$ cat config.mk
export PLATFORM = sky130hd
export DESIGN_NAME = control_movimiento_seq
export DESIGN_NICKNAME = d
export VERILOG_FILES = /design/src/rtl/control_movimiento_seq.sv
export SDC_FILE = /design/constraint.sdc
export NUM_CORES = 1
export LEC_CHECK = 0
export ABC_AREA = 1
export CAP_MARGIN = 20
export CORE_MARGIN = 2
export CORE_UTILIZATION = 52
export CTS_CLUSTER_SIZE = 25
export DETAILED_ROUTE_END_ITERATION = 8
export PLACE_DENSITY = 0.87
export SLEW_MARGIN = 30
export SYNTH_ARGS = -nofsm -noshare
export SYNTH_HDL_FRONTEND = slang
export SYNTH_SLANG_ARGS = --single-unit
$ cat constraint.sdc
create_clock -name clk -period 5 [get_ports clk]
set_input_delay 1 -clock clk [delete_from_list [all_inputs] [get_ports clk]]
set_output_delay 1 -clock clk [all_outputs]
set_load 0.02 [all_outputs]
$ cat src/rtl/control_movimiento_seq.sv
// ---------------------------------------------------------------------------
// control_movimiento_seq
//
// Two-axis solar-tracker motion sequencer. It drives the theta (vertical) and
// phi (horizontal) motor direction codes. Axes are moved one at a time: theta
// first, then phi.
//   - Automatic mode balances pairs of photoresistors.
//   - Manual mode seeks target angles along the shortest path, with
//     wrap-around at ANGLE_MAX.
// Every output is registered, so a direction decision shows up one cycle
// after its inputs are sampled.
//
// Ports:
//   clk, rst_n                 clock (rising edge), async active-low reset
//   s[1:0]                     mode: 00 automatic, 01 manual, 1x hold
//   R_vertical_1/2             vertical photoresistor pair   (automatic)
//   R_horizontal_1/2           horizontal photoresistor pair (automatic)
//   theta_manual/theta_actual  theta target / measurement    (manual)
//   phi_manual/phi_actual      phi target / measurement      (manual)
//   s_out_theta, s_out_phi     motor codes: 00 stop, 01 increase, 11 decrease
//   busy                       high while an axis is being moved
//   aligned                    one-cycle pulse when a full pass completes
//   fault                      latched move timeout
//   dbg_state_o                current FSM state (0 idle, 1 theta, 2 phi, 3 fault)
// ---------------------------------------------------------------------------
module control_movimiento_seq #(
    parameter int unsigned DATA_W       = 16,
    parameter int unsigned TOL          = 5,
    parameter int unsigned SETTLE_CYC   = 8,
    parameter int unsigned MOVE_TIMEOUT = 4096,
    parameter int unsigned REARM_CYC    = 64,
    parameter int unsigned ANGLE_MAX    = 360
) (
    input  logic              clk,
    input  logic              rst_n,
    input  logic [1:0]        s,
    input  logic [DATA_W-1:0] R_vertical_1,
    input  logic [DATA_W-1:0] R_vertical_2,
    input  logic [DATA_W-1:0] R_horizontal_1,
    input  logic [DATA_W-1:0] R_horizontal_2,
    input  logic [DATA_W-1:0] theta_manual,
    input  logic [DATA_W-1:0] theta_actual,
    input  logic [DATA_W-1:0] phi_manual,
    input  logic [DATA_W-1:0] phi_actual,
    output logic [1:0]        s_out_theta,
    output logic [1:0]        s_out_phi,
    output logic              busy,
    output logic              aligned,
    output logic              fault,
    output logic [1:0]        dbg_state_o
);

    typedef enum logic [1:0] {
        S_IDLE  = 2'd0,
        S_THETA = 2'd1,
        S_PHI   = 2'd2,
        S_FAULT = 2'd3
    } state_t;

    localparam int unsigned AW = DATA_W + 1;
    localparam int unsigned SW = $clog2(SETTLE_CYC + 1);
    localparam int unsigned MW = $clog2(MOVE_TIMEOUT + 1);
    localparam int unsigned RW = $clog2(REARM_CYC + 1);

    localparam logic [AW-1:0] TOL_W  = AW'(TOL);
    localparam logic [AW-1:0] AMAX_W = AW'(ANGLE_MAX);
    localparam logic [AW-1:0] HALF_W = AW'(ANGLE_MAX / 2);

    // Returns {balanced, direction code} for one axis in the given mode.
    // Every difference is taken one bit wider than the inputs, so neither
    // |R1-R2| nor the modular angle difference can wrap.
    function automatic logic [2:0] eval_axis(
        input logic [1:0]        mode,
        input logic [DATA_W-1:0] r1,
        input logic [DATA_W-1:0] r2,
        input logic [DATA_W-1:0] tgt,
        input logic [DATA_W-1:0] act
    );
        logic [AW-1:0] a1, a2, t, c, diff, d;
        logic          bal;
        logic [1:0]    code;
        a1   = {1'b0, r1};
        a2   = {1'b0, r2};
        t    = {1'b0, tgt};
        c    = {1'b0, act};
        diff = '0;
        d    = '0;
        bal  = 1'b1;
        code = 2'b00;
        case (mode)
            2'b00: begin
                diff = (a1 >= a2) ? (a1 - a2) : (a2 - a1);
                bal  = (diff <= TOL_W);
                code = (a1 > a2) ? 2'b01 : 2'b11;
            end
            2'b01: begin
                // Angles that are out of range leave the axis undriven.
                if (t < AMAX_W && c < AMAX_W) begin
                    d    = (t >= c) ? (t - c) : (t + AMAX_W - c);
                    bal  = (d <= TOL_W) || ((AMAX_W - d) <= TOL_W);
                    // The exact half-turn tie resolves to the increasing direction.
                    code = (d <= HALF_W) ? 2'b01 : 2'b11;
                end
            end
            default: begin
                bal = 1'b1;
            end
        endcase
        if (bal) begin
            code = 2'b00;
        end
        return {bal, code};
    endfunction

    logic [2:0] th_eval, ph_eval;
    logic       th_bal, ph_bal;
    logic [1:0] th_code, ph_code;

    assign th_eval = eval_axis(s, R_vertical_1, R_vertical_2, theta_manual, theta_actual);
    assign ph_eval = eval_axis(s, R_horizontal_1, R_horizontal_2, phi_manual, phi_actual);
    assign th_bal  = th_eval[2];
    assign th_code = th_eval[1:0];
    assign ph_bal  = ph_eval[2];
    assign ph_code = ph_eval[1:0];

    state_t        state_q;
    logic [1:0]    s_q;
    logic          s_vld_q;      // s_q holds a real sample (not the reset value)
    logic          rearm_imm_q;  // next automatic pass starts without waiting
    logic [SW-1:0] settle_q;
    logic [MW-1:0] move_q;
    logic [RW-1:0] rearm_q;
    logic [1:0]    theta_q, phi_q;
    logic          busy_q, aligned_q, fault_q;
    logic          mode_chg;

    // The first edge after reset only captures the mode; it is not a change.
    assign mode_chg = s_vld_q && (s != s_q);

    always_ff @(posedge clk or negedge rst_n) begin
        if (!rst_n) begin
            state_q     <= S_IDLE;
            s_q         <= 2'b00;
            s_vld_q     <= 1'b0;
            rearm_imm_q <= 1'b1;
            settle_q    <= '0;
            move_q      <= '0;
            rearm_q     <= '0;
            theta_q     <= 2'b00;
            phi_q       <= 2'b00;
            busy_q      <= 1'b0;
            aligned_q   <= 1'b0;
            fault_q     <= 1'b0;
        end else begin
            s_q       <= s;
            s_vld_q   <= 1'b1;
            aligned_q <= 1'b0;
            if (mode_chg) begin
                state_q     <= S_IDLE;
                rearm_imm_q <= 1'b1;
                settle_q    <= '0;
                move_q      <= '0;
                rearm_q     <= '0;
                theta_q     <= 2'b00;
                phi_q       <= 2'b00;
                busy_q      <= 1'b0;
                fault_q     <= 1'b0;
            end else begin
                case (state_q)
                    S_IDLE: begin
                        theta_q <= 2'b00;
                        phi_q   <= 2'b00;
                        fault_q <= 1'b0;
                        if (s == 2'b00) begin
                            if (rearm_imm_q || rearm_q == RW'(REARM_CYC - 1)) begin
                                state_q     <= S_THETA;
                                busy_q      <= 1'b1;
                                rearm_imm_q <= 1'b0;
                                rearm_q     <= '0;
                                settle_q    <= '0;
                                move_q      <= '0;
                            end else begin
                                rearm_q <= rearm_q + RW'(1);
                            end
                        end else if (s == 2'b01 && (!th_bal || !ph_bal)) begin
                            state_q  <= S_THETA;
                            busy_q   <= 1'b1;
                            settle_q <= '0;
                            move_q   <= '0;
                        end
                    end
                    S_THETA: begin
                        phi_q <= 2'b00;
                        if (s[1]) begin
                            state_q <= S_IDLE;
                            theta_q <= 2'b00;
                            busy_q  <= 1'b0;
                        end else if (move_q == MW'(MOVE_TIMEOUT - 1)) begin
                            state_q <= S_FAULT;
                            theta_q <= 2'b00;
                            busy_q  <= 1'b0;
                            fault_q <= 1'b1;
                        end else begin
                            move_q <= move_q + MW'(1);
                            if (th_bal) begin
                                theta_q <= 2'b00;
                                if (settle_q == SW'(SETTLE_CYC - 1)) begin
                                    state_q  <= S_PHI;
                                    settle_q <= '0;
                                    move_q   <= '0;
                                end else begin
                                    settle_q <= settle_q + SW'(1);
                                end
                            end else begin
                                settle_q <= '0;
                                theta_q  <= th_code;
                            end
                        end
                    end
                    S_PHI: begin
                        theta_q <= 2'b00;
                        if (s[1]) begin
                            state_q <= S_IDLE;
                            phi_q   <= 2'b00;
                            busy_q  <= 1'b0;
                        end else if (move_q == MW'(MOVE_TIMEOUT - 1)) begin
                            state_q <= S_FAULT;
                            phi_q   <= 2'b00;
                            busy_q  <= 1'b0;
                            fault_q <= 1'b1;
                        end else begin
                            move_q <= move_q + MW'(1);
                            if (ph_bal) begin
                                phi_q <= 2'b00;
                                if (settle_q == SW'(SETTLE_CYC - 1)) begin
                                    state_q   <= S_IDLE;
                                    settle_q  <= '0;
                                    move_q    <= '0;
                                    rearm_q   <= '0;
                                    busy_q    <= 1'b0;
                                    aligned_q <= 1'b1;
                                end else begin
                                    settle_q <= settle_q + SW'(1);
                                end
                            end else begin
                                settle_q <= '0;
                                phi_q    <= ph_code;
                            end
                        end
                    end
                    default: begin
                        // S_FAULT: motors stay stopped until hold mode is selected.
                        theta_q <= 2'b00;
                        phi_q   <= 2'b00;
                        busy_q  <= 1'b0;
                        if (s[1]) begin
                            state_q <= S_IDLE;
                            fault_q <= 1'b0;
                        end
                    end
                endcase
            end
        end
    end

    assign s_out_theta = theta_q;
    assign s_out_phi   = phi_q;
    assign busy        = busy_q;
    assign aligned     = aligned_q;
    assign fault       = fault_q;
    assign dbg_state_o = state_q;

endmodule

==> results_dict.tcl <==
set metrics [dict create \
    status "finished, final reports clean" \
    cts_root_buffer "clkbuf_16" \
    final.period_utilization_pct 93.6 \
    hold_path_startpoint "move_q[5]$_DFFE_PN0P_" \
    pre_cts_slack_ns -0.0317 \
    cp.arrival_ns 4.88 \
    drc 0 \
    synth.most_common_cell "nand2_1" \
    cts.sinks 37 \
    synth_flop_cell "dfrtp_1" \
    clock_path_buffers 2 \
    slew_viol_final 0 \
    max_slew_margin_pct 43.5 \
    ys_seq_elements 37 \
    ys_warn_count 0 \
    grt_start_max_net_pins 38 \
    drive_gt1_share_pct 7.18 \
    finalWorstSetupSlack_ns 0.320 \
    cpMostUsedCell "nand2_1" \
    die_w_um 156 \
    routed_wl_um 33600 \
    core_area_um2 22600 \
    fin_setup_tns_ns 0 \
    die_h_um 156 \
    final_antenna_net_count 0 \
    critPathCaptureType "flop" \
    antennaDiodeCount 0 \
    vdd_drop_max_v 0.000172 \
    synthTopCellsByArea "nand2_1, ha_1, inv_1, nand3_1, dfrtp_1" \
    critPathCapture "move_q[3]$_DFFE_PN0P_" \
    fmax_mhz 214 \
    r2r_slack_ns 2.14 \
    rows 55 \
    reg2reg_depth 18 \
    report.final.hold_viol_count 0 \
    cts_tree "built" \
    path_delay_family "simple AND/OR/NAND/NOR gates" \
    final_cells 2570 \
    finalPower_mw 3.19 \
    critPathLaunch "theta_manual[6]" \
    rr_startpoint "move_q[0]$_DFFE_PN0P_" \
    grt_antenna_before_repair 0 \
    syn2layout_area_growth_pct 19.9 \
    synth_edf_count 0 \
    ios 141 \
    tightest_slew_ns 0.848 \
    dr.pass1.iters 7 \
    finalNetCount 2591 \
    synth_nets 2415 \
    cts_buffers 5 \
    power_density_nw_per_um2 222 \
    path_clk_slew_ns 0.06 \
    synth_area_um2 12000 \
    p_leak_nw 7.92 \
    synth.top_cell.area_share_pct 19.7 \
    viasPerCell 5.34 \
    clock_skew_ns 0.0144 \
    ys_types 56 \
    async_flop_share_pct 100 \
    h-tree-depth 2 \
    port_buffers 140 \
    cp_slowest_cell "clkdlybuf4s50_1" \
    initial_core_util_pct 53.0 \
    synthCells 2108 \
    cp-start-kind "input pin" \
    wire_per_inst_um 13.1 \
    fillers 2122 \
    dpl.hpwl_um 28700 \
    initialDrtViolationCount 920 \
    cap_violations 0 \
    dpl.cell_count 2558 \
    clk_latency_ns 0.28 \
    synth_top_area_cell "nand2_1" \
    cp_num_cells 27 \
    timing.rr.end "dbg_state_o[1]$_DFFE_PN0P_" \
    finalSetupViolCount 0 \
    grt_pass1_wl_um 56400 \
    whs_ns 0.492 \
    critPathRequiredTime_ns 5.20 \
    worstHoldPathCells 2 \
    critical_path_peak_fanout 16 \
    gp_congestion 0.944 \
    num_vias 13718 \
    grt.overflow.total 0 \
    holdCritPathClass "reg -> reg" \
    critPathKind "in -> reg" \
    grt.total_usage_pct 27.2 \
    die_area_um2 24300 \
    fin_crit_ns 4.68 \
    cp.buffers_inverters 4 \
    ys_seq_area_share_pct 7.73 \
    avgSynthCellArea_um2 5.69 \
    grt_pass1_vias 12985 \
    slowest_delay_ns 0.48 \
    synth_top_cells_by_count "nand2_1, inv_1, nand3_1" \
]
==> metrics by stage <==
stage / area [µm²] / util [%]
CTS: 14200 / 62.7
global route: 14400 / 63.5
detailed placement: 14000 / 62.0
global placement: 14000 / 62.0
floorplan: 12000 / -
finish: 14400 / 63.5
==> where the power goes <==
part / switching [mW] / internal (mW) / total [mW]
Clock: 0.128 / 0.214 / 0.341
Sequential: 0.0323 / 0.335 / 0.368
Combinational: 1.51 / 0.969 / 2.48
Total: 1.67 / 1.52 / 3.19
==> how the worst min path moves through the flow <==
stage	end	slack (ns)
detailed placement	move_q[5]$_DFFE_PN0P_	0.48
finish	move_q[5]$_DFFE_PN0P_	0.49
CTS	move_q[5]$_DFFE_PN0P_	0.50
global route	busy$_DFFE_PN0P_	0.55
floorplan	move_q[5]$_DFFE_PN0P_	0.45
global placement	move_q[5]$_DFFE_PN0P_	0.47
==> state kept, by name, summed over array words and instances (netlist names) <==
register and flops:
dbg_state_o 2, settle_q 4, s_q 2, rearm_imm_q 1
s_out_phi 2, busy 1, s_vld_q 1, aligned 1
s_out_theta 2, fault 1, rearm_q 7, move_q 13
==> cells by family (layout without fill, tap and decap cells) <==
family | Yosys count | in the layout | share of synthesized area (%)
flops | 37 | 37 | 7.73
simple gates | 1127 | 1127 | 40.0
xor+xnor | 70 | 70 | 5.11
buf+inv | 430 | 607 | 14.1
compound gates | 268 | 268 | 13.0
fa+ha+maj | 175 | 175 | 20.0
other cells | 1 | 1 | 0.0313
==> cell type report <==
class                      count  area, µm²  share of cell area, %
tap                          285        357                   2.48
inverter                     393       1480                   10.3
sequential                    37        927                   6.45
timing repair buffer         206       1930                   13.4
clock buffer                   7        153                   1.06
multi-input combinational   1641       9510                   66.2
clock inverter                 1       8.76                 0.0609
==> worst min-delay path: cells and delay by family, from the launching register on <==
| family | cells | cell delay, ns |
|---|---|---|
| AOI/OAI and AO/OA | 1 | 0.05 |
| and+or+nand+nor | 1 | 0.06 |
| DFF | 1 | 0.35 |
==> layer usage <==
metal | up-vias | global-route usage, % | part of all wire (%)
li1 | 7029 | - | -
met1 | 6147 | 34.3 | 43
met2 | 477 | 50.2 | 49
met3 | 65 | 1.33 | 5.3
met4 | 0 | 7.30 | 2.1
met5 | - | 0 | 0
==> cells in the final DEF, fill, tap and decap left out, types with 15 or more instances in the layout <==
cell | netlist | final
nand2_2 | 13 | 20
nor2_1 | 181 | 174
inv_1 | 391 | 384
ha_1 | 147 | 143
nand2_1 | 629 | 621
o21ai_2 | 15 | 15
nand4_1 | 34 | 34
nor3_1 | 30 | 30
xor2_1 | 48 | 48
buf_4 | 3 | 61
o21ai_0 | 72 | 71
fa_1 | 28 | 26
a21oi_1 | 116 | 114
nand3b_1 | 18 | 18
dfrtp_1 | 36 | 36
nand3_1 | 194 | 190
xnor2_1 | 22 | 21
clkdlybuf4s50_1 | 0 | 138
==> repair_timing <==
action / CTS / global route
hold buffers: 0 / 0
setup buffers: 0 / 4
setup endpoints to repair: 0 / 27
gates resized for setup: 0 / 47
endpoints found under the hold margin: 0 / 0
Power figures use the tool's default switching activity.
